===== config.mk =====
export PLATFORM = sky130hd
export DESIGN_NAME = serial_subtractor
export DESIGN_NICKNAME = d
export VERILOG_FILES = /design/src/rtl/serial_subtractor_pkg.sv /design/src/rtl/serial_subtractor_full_subtractor_bit.sv /design/src/rtl/serial_subtractor.sv
export SDC_FILE = /design/constraint.sdc
export NUM_CORES = 1
export LEC_CHECK = 0
export CAP_MARGIN = 5
export CELL_PAD_IN_SITES_DETAIL_PLACEMENT = 1
export CELL_PAD_IN_SITES_GLOBAL_PLACEMENT = 2
export CORE_ASPECT_RATIO = 1.25
export CORE_MARGIN = 5
export CORE_UTILIZATION = 34
export CTS_CLUSTER_SIZE = 14
export DETAILED_ROUTE_END_ITERATION = 12
export PLACE_DENSITY = 0.83
export SLEW_MARGIN = 30
export SYNTH_ARGS = -nofsm -noshare
export SYNTH_HDL_FRONTEND = slang
export SYNTH_SLANG_ARGS = --single-unit

===== constraint.sdc =====
create_clock -name clk -period 2.1 [get_ports clk]
set_input_delay 0.42 -clock clk [delete_from_list [all_inputs] [get_ports clk]]
set_output_delay 0.42 -clock clk [all_outputs]
set_load 0.01 [all_outputs]

===== src/rtl/serial_subtractor_pkg.sv =====
// Shared types and constants for the bit-serial subtractor.
// FSM state encoding and the default operand width.
package serial_subtractor_pkg;

   localparam int DEFAULT_WIDTH = 8;

   typedef enum logic [1:0] {
      ST_IDLE  = 2'd0,
      ST_SHIFT = 2'd1,
      ST_DONE  = 2'd2
   } state_t;

endpackage


===== src/rtl/serial_subtractor_full_subtractor_bit.sv =====
// One-bit full subtractor: d = a - b - bin, borrow out on bout.
// Ports: i_a, i_b, i_bin in; o_d, o_bout out.
module full_subtractor_bit (
   input  logic i_a,
   input  logic i_b,
   input  logic i_bin,
   output logic o_d,
   output logic o_bout
);

   logic w_x;

   assign w_x    = i_a ^ i_b;
   assign o_d    = w_x ^ i_bin;
   assign o_bout = (~i_a & i_b) | (~w_x & i_bin);

endmodule


===== src/rtl/serial_subtractor.sv =====
// Bit-serial subtractor, LSB first: diff = a - b - borrow_in.
// Ports: clk, rst_n, start/a/b/borrow_in in; busy, done, diff, borrow_out.
module serial_subtractor
   import serial_subtractor_pkg::*;
#(
   parameter int WIDTH = DEFAULT_WIDTH
) (
   input  logic             clk,
   input  logic             rst_n,
   input  logic             start,
   input  logic [WIDTH-1:0] a,
   input  logic [WIDTH-1:0] b,
   input  logic             borrow_in,
   output logic             busy,
   output logic             done,
   output logic [WIDTH-1:0] diff,
   output logic             borrow_out
);

   localparam int CW = $clog2(WIDTH);
   localparam logic [CW-1:0] LAST = CW'(WIDTH - 1);

   state_t           r_state;
   state_t           w_state_next;
   logic [WIDTH-1:0] r_a_sr;
   logic [WIDTH-1:0] r_b_sr;
   logic [WIDTH-1:0] r_res;
   logic [WIDTH-1:0] w_res_next;
   logic [WIDTH-1:0] r_diff;
   logic             r_bout;
   logic             r_br;
   logic [CW-1:0]    r_cnt;
   logic             w_d;
   logic             w_bnext;
   logic             w_last;

   full_subtractor_bit u_fs (
      .i_a    (r_a_sr[0]),
      .i_b    (r_b_sr[0]),
      .i_bin  (r_br),
      .o_d    (w_d),
      .o_bout (w_bnext)
   );

   assign w_last     = (r_cnt == LAST);
   assign w_res_next = {w_d, r_res[WIDTH-1:1]};

   always_comb begin
      w_state_next = r_state;
      unique case (r_state)
         ST_IDLE:  if (start) w_state_next = ST_SHIFT;
         ST_SHIFT: if (w_last) w_state_next = ST_DONE;
         ST_DONE:  w_state_next = ST_IDLE;
         default:  w_state_next = ST_IDLE;
      endcase
   end

   always_ff @(posedge clk or negedge rst_n) begin
      if (!rst_n) begin
         r_state <= ST_IDLE;
         r_a_sr  <= '0;
         r_b_sr  <= '0;
         r_res   <= '0;
         r_diff  <= '0;
         r_bout  <= 1'b0;
         r_br    <= 1'b0;
         r_cnt   <= '0;
      end else begin
         r_state <= w_state_next;
         unique case (r_state)
            ST_IDLE: begin
               if (start) begin
                  r_a_sr <= a;
                  r_b_sr <= b;
                  r_br   <= borrow_in;
                  r_cnt  <= '0;
               end
            end
            ST_SHIFT: begin
               r_a_sr <= r_a_sr >> 1;
               r_b_sr <= r_b_sr >> 1;
               r_br   <= w_bnext;
               r_res  <= w_res_next;
               // Capture the final bit directly so the result is
               // already stable while done is high.
               if (w_last) begin
                  r_diff <= w_res_next;
                  r_bout <= w_bnext;
               end else begin
                  r_cnt <= r_cnt + 1'b1;
               end
            end
            default: ;
         endcase
      end
   end

   assign busy       = (r_state == ST_SHIFT) || (r_state == ST_DONE);
   assign done       = (r_state == ST_DONE);
   assign diff       = r_diff;
   assign borrow_out = r_bout;

endmodule


==> results by group <==
Worst setup path
  – CP Class: reg2out
  – CP required: 1.68 ns
  – Arrival @ worst endpoint: 1.55 ns
  – Crit path max fanout: 5
  – Crit end category: output port
  – Cells on worst reg2reg path: 5
  – Startpoint types: register

Global routing
  – Pin count of the biggest net entering global routing: 39
  – First-pass GRT wire length: 6130 um
  – Initial antenna violation count: 0
  – Global router's overall resource usage: 11.6%
  – Overflow after GRT: 0
  – Vias in the first global route: 1384

Logic synthesis
  – Post-synthesis sequential area ratio: 54.1%
  – #FFs+latches synth: 38
  – Top cell type's share of synthesized area: 54.1%
  – Synth warnings: 0
  – Synth area leaders: dfrtp_1 (54%), mux2_2 (10%), mux2i_1 (9.7%)
  – Syn_nets: 172
  – Post-synthesis cell type count: 22
  – Syn avg cell area: 12.2 sq um
  – Post-Synthesis Cells: 144
  – Syn Std Cell Area: 1760 sq um
  – Yosys top cell by area: dfrtp_1

STA
  – Max Clock Skew: 0.00309 ns
  – F_max: 0.508 GHz
  – Setup Viol. Count Final: 0
  – Final hold viol count: 0
  – Fin crit share: 93.7%
  – Worst Slack Setup Final: 0.133 ns
  – Slew @ Worst Pin: 0.484 ns
  – Slew headroom: 67.7%
  – Setup TNS: 0 ns
  – Fin crit period: 1.97 ns
  – Final-report max-slew violation count: 0
  – RSZ-0062 raised after global routing: false

Finish
  – Area Overhead vs Synth: 25.4%
  – Fill cells: 546
  – Layout cells sized above 1: 19.1%
  – ANT cells: 0
  – Fin nets: 207
  – Multi-input gate area: 731 sq um
  – Register area: 951 sq um

Clock tree
  – Num CTS Buffers: 5
  – CTS H-tree depth: 2
  – Clock Sink Count: 38
  – Clock Latency Late Sink: 0.28 ns
  – Clock transition at path regs: 0.07 ns
  – Clock Tree Buf Depth: 2
  – Root Buffer: clkbuf_8
  – CTS tree: built

Place
  – DP Wirelength: 2570 um
  – PortBufs: 30
  – Pre-CTS setup slack: 0.259 ns
  – Final Wtd Congestion: 0.737

Power and ir drop
  – Pwr Density: 1410 nW/um^2
  – Peak VDD IR: 0.000472 V
  – Static Leak: 1.02 nW

Floorplanning
  – Top Ports: 31
  – Core area: 5040 sq um
  – Row cnt: 29
  – Initial cell density of the core: 34.9%
  – Die area: 6720 sq um
  – Die X: 74.3 um
  – Die H: 90.4 um

Detailed routing
  – Post-DR wirelength/cell: 14.3 um
  – Vias: 1145
  – DRC errors left: 0
  – Via density: 4.77
  – Starting DRC count in detailed routing: 50
  – Antenna Violating Nets Remaining: 0
  – Routed wire length: 3420 um
  – Total iterations of the first detailed-routing run: 3

Flow run
  – Max_cap viols: 0

Min path
  – Hold Crit Class: in2async

Run status
  – Outcome: completed
-- what timing repair did --
action	CTS	global route
setup endpoints to repair	0	1
setup buffers	0	1
hold buffers	0	0
gates resized for setup	0	0
-- cell usage after synthesis --
library cell	n
a211oi_4	1
a21oi_1	1
and2b_4	1
buf_2	4
buf_4	2
buf_6	1
dfrtp_1	38
fa_1	1
ha_1	7
inv_1	8
mux2_2	16
mux2_4	1
mux2i_1	17
mux2i_2	1
nand2_1	20
nand2_2	1
nand2b_1	2
nor2_2	1
nor2b_1	1
o21a_1	1
o21ai_0	7
o21ai_1	12
-- worst max-delay path, stage by stage (launching register included) --
cell and delay [ns]:
dfrtp_1 0.35, inv_1 0.10, ha_1 0.29, clkdlybuf4s50_1 0.53
-- registers in the layout, summed over array words and instances, names as in the netlist --
register,cells
r_cnt,3
borrow_out,1
r_res,7
diff,8
r_br,1
r_b_sr,8
r_a_sr,8
r_state,2
-- cell type report --
| type | instances | share of cell area, % |
|---|---|---|
| Inverter | 8 | 1.36 |
| Tap cell | 62 | 3.52 |
| Clock buffer | 6 | 3.75 |
| Timing Repair Buffer | 35 | 15.1 |
| Sequential cell | 38 | 43.1 |
| Multi-Input combinational cell | 91 | 33.1 |
-- final timing paths --
path / from / endpoint / slack, ns
min in group clk: r_b_sr[2] / r_b_sr[2] / 0.49
hold / removal: rst_n / r_res[1] / 0.19
setup reg to reg: r_state[0] / diff[0] / 0.38
setup / recovery: r_state[1] / busy / 0.13
hold reg to reg: r_b_sr[2] / r_b_sr[2] / 0.49
max in group asynchronous: rst_n / r_a_sr[2] / 1.58
-- per-stage QoR --
stage                     utilization (%)  hold slack (ns)  instance area [sq um]  total power (W)  cells
after floorplan                         -            0.124                   1760          0.00224    144
after global placement               41.9            0.466                   2110          0.00255    233
after detailed placement             41.9            0.480                   2110          0.00267    233
after CTS                            43.6            0.193                   2200          0.00316    239
after global routing                 43.7            0.232                   2200          0.00338    240
final                                43.7            0.191                   2200          0.00311    240
-- layout by cell type, fill, tap and decap left out, drive strengths merged --
master         count
a211oi             1
a21oi              1
and2b              1
buf                6
clkbuf             6
clkdlybuf4s50     29
dfrtp             38
fa                 1
ha                 7
inv                8
mux2              17
mux2i             18
nand2             21
nand2b             2
nor2               1
nor2b              1
o21a               1
o21ai             19
-- cells by family after synthesis --
group | after synthesis | share of synthesized area, %
and+or+nand+nor | 26 | 6.62
adders and majority gates | 8 | 6.12
buffers and inverters | 15 | 4.34
AOI/OAI and AO/OA | 22 | 7.26
DFF | 38 | 54.1
muxes | 35 | 21.6
-- where the power goes --
part	total (W)	leakage, nW	switching [W]	internal (W)
sequential	0.00125	0.485	0.000184	0.00106
combinational	0.00138	0.495	0.000657	0.000725
clock	0.000478	0.0431	0.000225	0.000253
-- metal layers --
| layer | GRT usage [%] | vias up | routed length, um |
|---|---|---|---|
| li1 | - | 548 | - |
| met4 | 2.67 | 0 | 21 |
| met5 | 0 | - | 0 |
| met3 | 3.79 | 4 | 190 |
| met2 | 20.7 | 27 | 1860 |
| met1 | 13.0 | 566 | 1360 |
No activity file was read; power rests on OpenSTA's default activity.
